File: src/rtl/alu_pkg.sv
// Shared ALU definitions: 4-bit control codes used by the ALU-control decoder and the execute unit,
// plus the execute-unit FSM state encoding.
// Latency: n/a (constants and types only). Backpressure: n/a.
package alu_pkg;

    // ALU control codes produced by the ALU-control decoder
    localparam logic [3:0] ALU_AND = 4'b0000;
    localparam logic [3:0] ALU_OR  = 4'b0001;
    localparam logic [3:0] ALU_ADD = 4'b0010;
    localparam logic [3:0] ALU_SUB = 4'b0110;
    localparam logic [3:0] ALU_SLT = 4'b0111;
    localparam logic [3:0] ALU_MUL = 4'b1000;
    localparam logic [3:0] ALU_NOR = 4'b1100;
    localparam logic [3:0] ALU_INV = 4'b1111;

    // Execute-unit sequencing state; BUSY only exists while an iterative multiply runs
    typedef enum logic {
        ST_IDLE = 1'b0,
        ST_BUSY = 1'b1
    } alu_state_e;

endpackage

File: src/rtl/alu_mul_seq.sv
// Iterative unsigned shift-add multiplier, one multiplier bit per cycle, low WIDTH bits of the product.
// Latency: start in cycle N, done asserted (with product valid) in cycle N+WIDTH.
// Backpressure: none; the caller must be able to take the product in the done cycle.
module alu_mul_seq #(
    parameter int WIDTH = 32
) (
    input  logic             clk,
    input  logic             reset,
    input  logic             start,
    input  logic [WIDTH-1:0] a,
    input  logic [WIDTH-1:0] b,
    output logic             done,
    output logic [WIDTH-1:0] product
);

    localparam int CW = $clog2(WIDTH);

    logic             busy;
    logic [CW-1:0]    cnt;
    logic [WIDTH-1:0] acc;
    logic [WIDTH-1:0] mcand;
    logic [WIDTH-1:0] mplier;
    logic [WIDTH-1:0] acc_next;

    // Partial-product update for the current multiplier bit
    always_comb begin
        acc_next = acc + (mplier[0] ? mcand : '0);
    end

    // The last iteration's sum is handed out directly so the caller can register it in the done cycle
    assign done    = busy && (cnt == CW'(WIDTH - 1));
    assign product = acc_next;

    // Iteration state: load operands on start, then shift one bit per cycle until the count expires
    always_ff @(posedge clk) begin
        if (reset) begin
            busy   <= 1'b0;
            cnt    <= '0;
            acc    <= '0;
            mcand  <= '0;
            mplier <= '0;
        end else if (start) begin
            busy   <= 1'b1;
            cnt    <= '0;
            acc    <= '0;
            mcand  <= a;
            mplier <= b;
        end else if (busy) begin
            acc    <= acc_next;
            mcand  <= mcand << 1;
            mplier <= mplier >> 1;
            cnt    <= cnt + 1'b1;
            if (done) begin
                busy <= 1'b0;
            end
        end
    end

endmodule

File: src/rtl/alu_exec_unit.sv
// Execute-stage ALU between ID/EX and EX/MEM; optional iterative multiply enabled by macro ALU_MUL_EN.
// Latency: 1 cycle for single-cycle ops, WIDTH+1 cycles for multiply (unit busy meanwhile).
// Backpressure: in_ready drops while a result is stalled (out_valid && !out_ready) or a multiply runs.
module alu_exec_unit
    import alu_pkg::*;
#(
    parameter int WIDTH = 32
) (
    input  logic             clk,
    input  logic             reset,
    input  logic             in_valid,
    output logic             in_ready,
    input  logic [3:0]       ctrl,
    input  logic [WIDTH-1:0] op_a,
    input  logic [WIDTH-1:0] op_b,
    output logic             out_valid,
    input  logic             out_ready,
    output logic [WIDTH-1:0] result,
    output logic             zero,
    output logic             overflow,
    output logic             illegal
);

    logic             in_fire;
    logic             out_fire;
    logic             load_single;
    logic [WIDTH-1:0] alu_res;
    logic             alu_zero;
    logic             alu_ovf;
    logic             alu_ill;

    assign in_fire  = in_valid && in_ready;
    assign out_fire = out_valid && out_ready;

    // Single-cycle datapath; unsupported codes flag illegal with a zero result
    always_comb begin
        alu_res = '0;
        alu_ovf = 1'b0;
        alu_ill = 1'b0;
        case (ctrl)
            ALU_ADD: begin
                alu_res = op_a + op_b;
                alu_ovf = (op_a[WIDTH-1] == op_b[WIDTH-1]) && (alu_res[WIDTH-1] != op_a[WIDTH-1]);
            end
            ALU_SUB: begin
                alu_res = op_a - op_b;
                alu_ovf = (op_a[WIDTH-1] != op_b[WIDTH-1]) && (alu_res[WIDTH-1] != op_a[WIDTH-1]);
            end
            ALU_AND: alu_res = op_a & op_b;
            ALU_OR:  alu_res = op_a | op_b;
            ALU_NOR: alu_res = ~(op_a | op_b);
            ALU_SLT: alu_res = {{(WIDTH-1){1'b0}}, ($signed(op_a) < $signed(op_b))};
`ifdef ALU_MUL_EN
            // Handled by the sequential multiplier; this path is not loaded for it
            ALU_MUL: alu_res = '0;
`endif
            default: alu_ill = 1'b1;
        endcase
        alu_zero = !alu_ill && (alu_res == '0);
    end

`ifdef ALU_MUL_EN
    alu_state_e       state;
    alu_state_e       state_nxt;
    logic             mul_start;
    logic             mul_done;
    logic [WIDTH-1:0] mul_prod;

    assign mul_start   = in_fire && (ctrl == ALU_MUL);
    assign load_single = in_fire && (ctrl != ALU_MUL);

    alu_mul_seq #(
        .WIDTH (WIDTH)
    ) u_mul (
        .clk     (clk),
        .reset   (reset),
        .start   (mul_start),
        .a       (op_a),
        .b       (op_b),
        .done    (mul_done),
        .product (mul_prod)
    );

    // State register
    always_ff @(posedge clk) begin
        if (reset) begin
            state <= ST_IDLE;
        end else begin
            state <= state_nxt;
        end
    end

    // Next state: a multiply occupies the unit until the multiplier reports done
    always_comb begin
        state_nxt = state;
        case (state)
            ST_IDLE: if (mul_start) state_nxt = ST_BUSY;
            ST_BUSY: if (mul_done)  state_nxt = ST_IDLE;
            default: state_nxt = ST_IDLE;
        endcase
    end

    // Outputs: accept only when idle and the output register is empty or draining
    always_comb begin
        in_ready = (state == ST_IDLE) && (!out_valid || out_ready);
    end
`else
    assign load_single = in_fire;

    // Accept whenever the output register is empty or draining this cycle
    always_comb begin
        in_ready = !out_valid || out_ready;
    end
`endif

    // Output register: loads from the single-cycle path or the multiplier, clears when drained.
    // A multiply is only accepted once the previous result has fired, so the done load never collides.
    always_ff @(posedge clk) begin
        if (reset) begin
            out_valid <= 1'b0;
            result    <= '0;
            zero      <= 1'b0;
            overflow  <= 1'b0;
            illegal   <= 1'b0;
        end else if (load_single) begin
            out_valid <= 1'b1;
            result    <= alu_res;
            zero      <= alu_zero;
            overflow  <= alu_ovf;
            illegal   <= alu_ill;
`ifdef ALU_MUL_EN
        end else if (mul_done) begin
            out_valid <= 1'b1;
            result    <= mul_prod;
            zero      <= (mul_prod == '0);
            overflow  <= 1'b0;
            illegal   <= 1'b0;
`endif
        end else if (out_fire) begin
            out_valid <= 1'b0;
        end
    end

endmodule

File: config.mk
export PLATFORM = sky130hd
export DESIGN_NAME = alu_exec_unit
export DESIGN_NICKNAME = d
export VERILOG_FILES = /design/src/rtl/alu_pkg.sv /design/src/rtl/alu_mul_seq.sv /design/src/rtl/alu_exec_unit.sv
export SDC_FILE = /design/constraint.sdc
export NUM_CORES = 1
export LEC_CHECK = 0
export CAP_MARGIN = 25
export CORE_MARGIN = 2
export CORE_UTILIZATION = 43
export CTS_BUF_LIST = sky130_fd_sc_hd__clkbuf_8 sky130_fd_sc_hd__clkbuf_16
export CTS_CLUSTER_DIAMETER = 60
export DETAILED_ROUTE_END_ITERATION = 8
export PLACE_DENSITY = 0.65
export SKIP_CTS_REPAIR_TIMING = 1
export SLEW_MARGIN = 15
export SYNTH_ARGS = -nofsm -noshare
export SYNTH_HDL_FRONTEND = slang
export SYNTH_HIERARCHICAL = 1
export SYNTH_SLANG_ARGS = --single-unit
File: constraint.sdc
create_clock -name clk -period 6.15 [get_ports clk]
set_clock_uncertainty 0.2 [all_clocks]
set_input_delay 0.615 -clock clk [delete_from_list [all_inputs] [get_ports clk]]
set_output_delay 0.615 -clock clk [all_outputs]
set_load 0.01 [all_outputs]
# Yosys cells after proc, flatten, opt, wreduce, memory -nomap -nowiden
# Index checks and enable logic that the tools add are counted.
word_totals:
  regBits: 36
  wordCells: 36
  input_bits: 72
  output_inout_bits: 37
classes:
  reduce_logical: 11
  add_sub_neg: 2
  magnitude_cmp: 1
  muxes: 5
  n_eq_ne: 9
  bitwise: 3
ops:
  columns: ["operator", "n"]
  rows:
  - ["$pmux 32 s6", 1]
  - ["$add 32x32->32", 1]
  - ["$and 32x32->32", 1]
  - ["$logic_not 32->1", 1]
  - ["$lt 32x32->1", 1]
  - ["$not 32->32", 1]
  - ["$or 32x32->32", 1]
  - ["$sub 32x32->32", 1]
  - ["$eq 4x3->1 const B", 2]
  - ["$reduce_or 6->1", 1]
  - ["$logic_and 1x1->1", 5]
  - ["$eq 4x1->1 const B", 1]
  - ["$eq 4x2->1 const B", 1]
  - ["$eq 4x4->1 const B", 1]
  - ["$logic_not 4->1", 1]
  - ["$mux 1", 3]
  - ["$ne 1x1->1", 3]
  - ["$pmux 1 s2", 1]
  - ["$reduce_bool 2->1", 1]
  - ["$eq 1x1->1", 1]
  - ["$logic_not 1->1", 1]
  - ["$logic_or 1x1->1", 1]

# Depth between registers and ports, before layout
# Gate-level depths: netlist of the first run.
logic_depth:
  depth_word: 5
  depth_mapped: 14
  ltp_nobuf: 14

# Worst setup path after synthesis of the first run
# OpenSTA, ideal clock, no wires.
synth_path:
  path_kind: "in2reg"
  start: "input op_a[1]"
  end: "register zero"
  required_time_ns: 5.862
  setup_ns: 0.088
  path_slack_ns: 2.176
  arrival_time_ns: 3.686
  path_buffers: 0
  stages: 13
  cell_sequence: "inv_1 ha_1 o21ba_1 or4_4 and2_4 a221o_1 a22o_1 or4_4 nor4_2 nand4_1 nor4_2 nand4_1 o32ai_2"
synth_between:
  elab_chain_cells: 5
  elab_cells_between_ends: 9
  classes_between: "2 x add/sub; 1 x order compare; 1 x mux; 3 x bitwise; 2 x reduce/logical"
synth_lines:
  columns: ["element", "line", "source"]
  rows:
  - ["from (decl)", "alu_exec_unit.sv:14", "input logic [WIDTH-1:0] op_a,"]
  - ["branches (longest 2 deep; another with $sub 32x32->32)", null, null]
  - ["$pmux 32 s6 (*)", "alu_exec_unit.sv:40", "case (ctrl)"]
  - ["$logic_not 32->1 (*)", "alu_exec_unit.sv:59", "alu_zero = !alu_ill && (alu_res == '0);"]
  - ["$logic_and 1x1->1 (*)", "alu_exec_unit.sv:59", null]
  - ["to (signal assigned)", "alu_exec_unit.sv:128", "zero <= alu_zero;"]
  - ["to (decl)", "alu_exec_unit.sv:19", "output logic zero,"]
# Mark *: on every way between the ends.
# A chain may end at the register's enable or synchronous reset.

# Worst setup path in the final report of the first run
layout_path:
  start: "input op_b[0]"
  end: "register zero"
layout_between:
  elab_chain_cells: 5
  elab_cells_between_ends: 9
  classes_between: "2 x add/sub; 1 x order compare; 1 x mux; 3 x bitwise; 2 x reduce/logical"
layout_lines:
  columns: ["element", "line", "source"]
  rows:
  - ["from (decl)", "alu_exec_unit.sv:15", "input logic [WIDTH-1:0] op_b,"]
  - ["branches (longest 2 deep; another with $sub 32x32->32)", null, null]
  - ["$pmux 32 s6 (*)", "alu_exec_unit.sv:40", null]
  - ["$logic_not 32->1 (*)", "alu_exec_unit.sv:59", null]
  - ["$logic_and 1x1->1 (*)", "alu_exec_unit.sv:59", null]
# Marked as above.

==> flow_summary.ini, run 1 <==
[run_status]
status = completed

[routing]
wire_per_inst_um = 20.5
routed_via_density = 6.37
drcViolationCount = 0
dr_total_vias = 8395
drt_pre_antenna_iters = 5
drt_wl_total_mm = 27.0
ant_nets = 0
drt_iter0_markers = 1077

[finish]
layoutNonFillerInstCount = 1318
final_cell_mix = nor2_1 (111), clkdlybuf4s50_1 (108), inv_1 (104)
syn_to_final_growth_pct = 18.5
antenna_cells = 0
mostFrequentLayoutCell = nor2_1
drive_gt1_frac = 0.0408
fin_util = 0.524
final.fill_count = 1654
nets = 1274

[yosys]
ys_seq_elements = 36
mappedNetlistNets = 1216
synth.distinct_cells = 77
ys_async_sr_fraction = 0
synth_flop_cell = dfxtp_1
synth_edf_count = 0
yosysWarnings = 6
avgSynthCellArea_um2 = 6.79
ys_seq_area_frac = 0.102
netlist_area_um2 = 7080
synthCells = 1043

[flow_run]
drv_cap = 0

[sta]
worstMarginPinSlew_ps = 1070
fin_crit_ps = 5050
relSlewSlack = 0.278
fin_crit_sh = 0.821
rsz0062_at_grt = false
report.final.setup_viol = 0
finalSetupTns_ps = 0
slew_viol_final = 0
hold_violations = 0
max_clock_freq_mhz = 198

[critical_path]
slowest_delay_ps = 660
critical_path_class = in2reg
rr_startpoint = out_valid$_SDFFE_PP0P_
timing.rr.end = zero$_SDFFE_PP0P_
reg2regPathDepth = 11
path_cells = clkdlybuf4s50_1 -> ha_1 -> inv_1 -> fa_1 -> nand2b_1 -> a21oi_1 -> o21ai_0 -> a2111oi_1 -> o31ai_1 -> o21ai_0 -> mux2i_1 -> o21ai_0 -> nor4_1 -> nand4_1 -> o32ai_2
worstPathArrival_ps = 5050
required_ps = 6150
crit_path_end_kind = register
cp-start-kind = input pin
crit_path_frequent_cell = o21ai_0
setup.reg_to_reg.worst_slack_ps = 2990
cp_max_fo = 5
cp_slowest_cell = a2111oi_1

[floorplan]
io_pins = 109
die_width_um = 132
core_area_um2 = 16000
fp-row-count = 46
dieHeight_um = 132
dieArea_um2 = 17500
start_util = 0.442

[pwr]
irDropWorstVdd_v = 0.0000945
cellLeakagePower_uw = 0.00348
powerDensity_nw_per_um2 = 142

[cts]
clock_latency_ps = 290
clk_pin_slew_ps = 50
cts.sinks = 36
cts_max_level = 2
cts_tree = yes
cts_buffers = 5
clock_path_buffers = 2
root_buffer = clkbuf_16

[global_routing]
grt-ovfl-total = 0
grt_max_degree = 47
grt_pass1_vias = 7666
grt_pass1_wl_mm = 42.6
groute.usage.overall = 0.297
antenna_found_initial = 0

[hold_path]
min_path_cells = 2
holdPathEnd = overflow$_SDFFE_PP0P_
hold_class = reg2reg
hp-start = overflow$_SDFFE_PP0P_

[placed_design]
gp_congestion = 0.947
hpwl_mm = 20.9
dp_cells = 1310
io_buffers = 108
critical path, delay by kind of cell:
kind / cells / cell delay [ps]
adders and majority gates: 2 / 630
buffers and inverters: 2 / 610
muxes: 1 / 220
and+or+nand+nor: 3 / 610
AOI/OAI and AO/OA: 7 / 2350
how the worst max path moves through the flow:
stage / from / end / slack, ps / cells past startpoint
6_report: op_b[0] / zero$_SDFFE_PP0P_ / 1100 / 15
5_1_grt: op_b[0] / zero$_SDFFE_PP0P_ / 930 / 15
4_1_cts: op_b[0] / zero$_SDFFE_PP0P_ / 1210 / 15
3_5_place_dp: op_b[0] / zero$_SDFFE_PP0P_ / 950 / 15
3_3_place_gp: op_b[0] / zero$_SDFFE_PP0P_ / 980 / 15
2_1_floorplan: op_a[1] / zero$_SDFFE_PP0P_ / 2180 / 13
area by class of cell:
cell class	instances	area, um^2	area share
multi-input combinational	834	5690	0.678
tap	216	270	0.0322
clock inverter	3	16.3	0.00194
timing repair buffer	122	1190	0.141
inverter	102	383	0.0457
clock buffer	5	125	0.0149
sequential	36	721	0.0859
metrics by stage:
| step | hold WS, ps | total power (uW) | instance area (um^2) | setup WS, ps |
|---|---|---|---|---|
| after floorplan | 281 | 688 | 7080 | 2180 |
| after global placement | 245 | 927 | 8250 | 979 |
| after detailed placement | 249 | 927 | 8250 | 953 |
| after CTS | 257 | 1170 | 8390 | 1210 |
| after global routing | 291 | 1260 | 8390 | 929 |
| final | 250 | 1190 | 8390 | 1100 |
Yosys cell counts (6+ instances only):
master / number / share of area
a211oi_1: 25 / 0.027
nor3_1: 30 / 0.021
a21o_1: 7 / 0.0074
clkbuf_1: 51 / 0.027
a31oi_1: 14 / 0.012
o22a_1: 11 / 0.014
nand4_1: 14 / 0.012
or3_1: 8 / 0.0071
a22oi_1: 41 / 0.043
buf_1: 6 / 0.0032
o211ai_1: 11 / 0.012
nand2b_1: 13 / 0.011
a221oi_1: 8 / 0.0099
dfxtp_1: 36 / 0.10
a21oi_1: 90 / 0.064
nand2_1: 72 / 0.038
o31ai_1: 8 / 0.0085
nor2_1: 112 / 0.059
buf_2: 13 / 0.0092
o22ai_1: 28 / 0.025
nor2b_1: 9 / 0.0080
a221o_1: 6 / 0.0085
and3_1: 8 / 0.0071
nand3_1: 19 / 0.013
nor4_1: 11 / 0.0097
o21ai_0: 55 / 0.039
inv_1: 102 / 0.054
ha_1: 99 / 0.18
mux2i_1: 6 / 0.0085
o21bai_1: 10 / 0.011
o21a_1: 7 / 0.0074
and2_1: 8 / 0.0071
flip-flops by register name, summed over array words and instances (netlist names):
| register | count |
|---|---|
| zero | 1 |
| overflow | 1 |
| illegal | 1 |
| result | 32 |
| out_valid | 1 |
layer usage:
metal | wire length, um | up-vias | GRT usage
met2 | 11300 | 490 | 0.444
met1 | 12000 | 3898 | 0.434
met4 | 541 | 0 | 0.0717
met3 | 3130 | 41 | 0.0623
met5 | 0 | - | 0
li1 | - | 3966 | -
power by group:
group / internal [uW] / switching [uW]
clock: 148 / 97.8
sequential: 250 / 8.91
combinational: 262 / 426
cells by family (layout without fill, tap and decap cells):
group,after synthesis,count (layout),share of synthesized area
buf+inv,173,232,0.0951
compound gates,386,386,0.374
flops,36,36,0.102
mux,7,7,0.0101
fa+ha+maj,101,101,0.181
xor+xnor,6,6,0.00743
simple gates,334,334,0.231
Power figures use the tool's default switching activity.
==> run 2: changes to the inputs <==
--- a/config.mk
+++ b/config.mk
@@ -11,7 +11,7 @@
 export CTS_BUF_LIST = sky130_fd_sc_hd__clkbuf_8 sky130_fd_sc_hd__clkbuf_16
 export CTS_CLUSTER_DIAMETER = 60
 export DETAILED_ROUTE_END_ITERATION = 8
-export PLACE_DENSITY = 0.65
+export PLACE_DENSITY = 0.68
 export SKIP_CTS_REPAIR_TIMING = 1
 export SLEW_MARGIN = 15
 export SYNTH_ARGS = -nofsm -noshare
==> constraint.sdc (replaced) <==
create_clock -name clk -period 4.2 [get_ports clk]
set_clock_uncertainty 0.2 [all_clocks]
set_input_delay 0.42 -clock clk [delete_from_list [all_inputs] [get_ports clk]]
set_output_delay 0.42 -clock clk [all_outputs]
set_load 0.01 [all_outputs]
==> run 2 against run 1 <==
Compared with the run above: die area unchanged; sequential share of layout area down 1.5 points; sequential power up 47%; worst hold slack better by 15 ps; register-to-register slack worse by 1400 ps; design area up 21%; flip-flop and latch count unchanged; power up 86%; first-iteration DRC count down 10%; clock power up 120%; global-route usage up 3.5 points; combinational power up 87%; largest power group unchanged; highest routed layer unchanged.
==> flow_summary.ini, run 2 (same netlist as run 1, synthesis figures left out) <==
[finish]
drive_gt1_frac = 0.211
largest_reg_flops = 32
nets = 1471
antenna_cells = 0
layoutNonFillerInstCount = 1515
regMostFlops = result
syn_to_final_growth_pct = 43.4
final_cell_mix = buf_4 (208), nor2_1 (111), clkdlybuf4s50_1 (106)
fin_util = 0.634
mostFrequentLayoutCell = buf_4

[critical_path]
cp-start-kind = input pin
required_ps = 4190
path_cells = clkdlybuf4s50_1 -> inv_1 -> ha_4 -> o21ba_1 -> or4_4 -> and2_4 -> a221o_1 -> a22o_1 -> or4_4 -> nor4_4 -> nand4_1 -> nor4_2 -> nand4_1 -> o32ai_2
cp_slowest_cell = or4_4
slowest_delay_ps = 530
worstPathArrival_ps = 4090
cp_max_fo = 3
crit_buf_inv = 2
crit_family = simple AND/OR/NAND/NOR gates
critical_path_class = in2reg
crit_path_end_kind = register

[routing]
drt_iter0_markers = 968
wire_per_inst_um = 19.7
drt_wl_total_mm = 29.9
ant_nets = 0
drt_pre_antenna_iters = 6
dr_total_vias = 9293
drcViolationCount = 0
routed_via_density = 6.13

[sta]
max_clock_freq_mhz = 244
rsz0062_at_grt = false
fin_crit_sh = 0.976
slew_viol_final = 0
finalSetupTns_ps = 0
hold_violations = 0
whs_ps = 266
worstMarginPinSlew_ps = 859
relSlewSlack = 0.428
report.final.setup_viol = 0
fin_crit_ps = 4100

[cts]
cts.sinks = 36
root_buffer = clkbuf_16
cts_tree = yes
clock_latency_ps = 280
clk_pin_slew_ps = 60
clock_path_buffers = 2
cts_max_level = 2
cts_buffers = 5

[global_routing]
grt_busiest_layer = met2
met1_usage = 0.465
grt_max_degree = 33
grt-ovfl-total = 0
grt_pass1_wl_mm = 47.2
use_met3 = 0.0650
antenna_found_initial = 0
use_met2 = 0.520
grt_pass1_vias = 8834
groute.usage.overall = 0.332

[flow_run]
drv_cap = 0

[floorplan]
die_width_um = 132
fp-row-count = 46
core_area_um2 = 16000
io_pins = 109
start_util = 0.442
dieHeight_um = 132
dieArea_um2 = 17500

[pwr]
combPwrFrac = 0.582
clkPwrFrac = 0.247
p_switching_uw = 858
seq_power_share = 0.171
cellLeakagePower_uw = 0.00450
p_sw_frac = 0.388
irDropWorstVdd_v = 0.000187
intPower_uw = 1360
fin_total_pwr_uw = 2210
powerDensity_nw_per_um2 = 218

[placed_design]
hpwl_mm = 24.0
dp_cells = 1503
io_buffers = 108
gp_congestion = 1.04

[run_status]
status = completed

[hold_path]
hold_class = reg2reg
run 2: changes by cell type in the layout (fill, tap and decap cells not counted), moves of 3 or more:
cell       before  now
bufinv_16       0    3
ha_2            0    3
a22oi_2         0    3
ha_1           99   94
buf_4          14  208
a211oi_2        0    3
a211oi_1       25   21
a22oi_1        41   38
buf_12          0    3
o21ai_0        55   52
a21oi_1        90   84
a21oi_2         0    6
run 2: cell type report:
type | instances | area (um^2)
repair buffers | 319 | 2710
well taps | 216 | 270
flip-flops and latches | 36 | 721
multi-input cells | 834 | 5850
inverters | 102 | 383
fillers | 1512 | 5850
clock inverters | 3 | 90.1
clock buffers | 5 | 125
run 2: path summary, 6_finish.rpt:
path | startpoint | endpoint | slack [ps] | cells after the start
min | result[0]$_SDFFE_PP0P_ | result[0]$_SDFFE_PP0P_ | 270 | 2
max | op_a[1] | zero$_SDFFE_PP0P_ | 100 | 14
max reg2reg | out_valid$_SDFFE_PP0P_ | zero$_SDFFE_PP0P_ | 1580 | 11
min reg2reg | result[0]$_SDFFE_PP0P_ | result[0]$_SDFFE_PP0P_ | 270 | 2
run 2: metrics by stage:
step / setup WS (ps) / area (um^2)
detailed placement: -386 / 9730
CTS: -115 / 9950
floorplan: 421 / 7080
finish: 100 / 10100
global route: 5.66 / 10100
global placement: -319 / 9730
run 2: metal layers:
layer	share of wire	up-vias
li1	-	4371
met1	0.44	4319
met2	0.43	528
met3	0.10	75
met4	0.029	0
met5	0	-
run 2: power by group through the flow:
stage / clock (uW) / sequential [uW] / combinational, uW
2_1_floorplan: 0 / 395 / 613
3_3_place_gp: 0 / 385 / 1210
3_5_place_dp: 0 / 386 / 1210
4_1_cts: 546 / 379 / 1220
5_1_grt: 562 / 382 / 1380
6_report: 547 / 379 / 1290
run 2: worst register-to-register path: cells and delay by family, from the launching register on:
family | cells | cell delay (ps)
AOI/OAI and AO/OA | 1 | 270
buffers and inverters | 1 | 200
DFF | 1 | 310
and+or+nand+nor | 9 | 1570
==> run 3: changes to the inputs <==
--- a/config.mk
+++ b/config.mk
@@ -16,5 +16,4 @@
 export SLEW_MARGIN = 15
 export SYNTH_ARGS = -nofsm -noshare
 export SYNTH_HDL_FRONTEND = slang
-export SYNTH_HIERARCHICAL = 1
 export SYNTH_SLANG_ARGS = --single-unit
==> results of run 3 <==
The final DEF is identical to that of run 2; final timing and power are the same.
Main changes from that run: Yosys warning count 6 -> 0
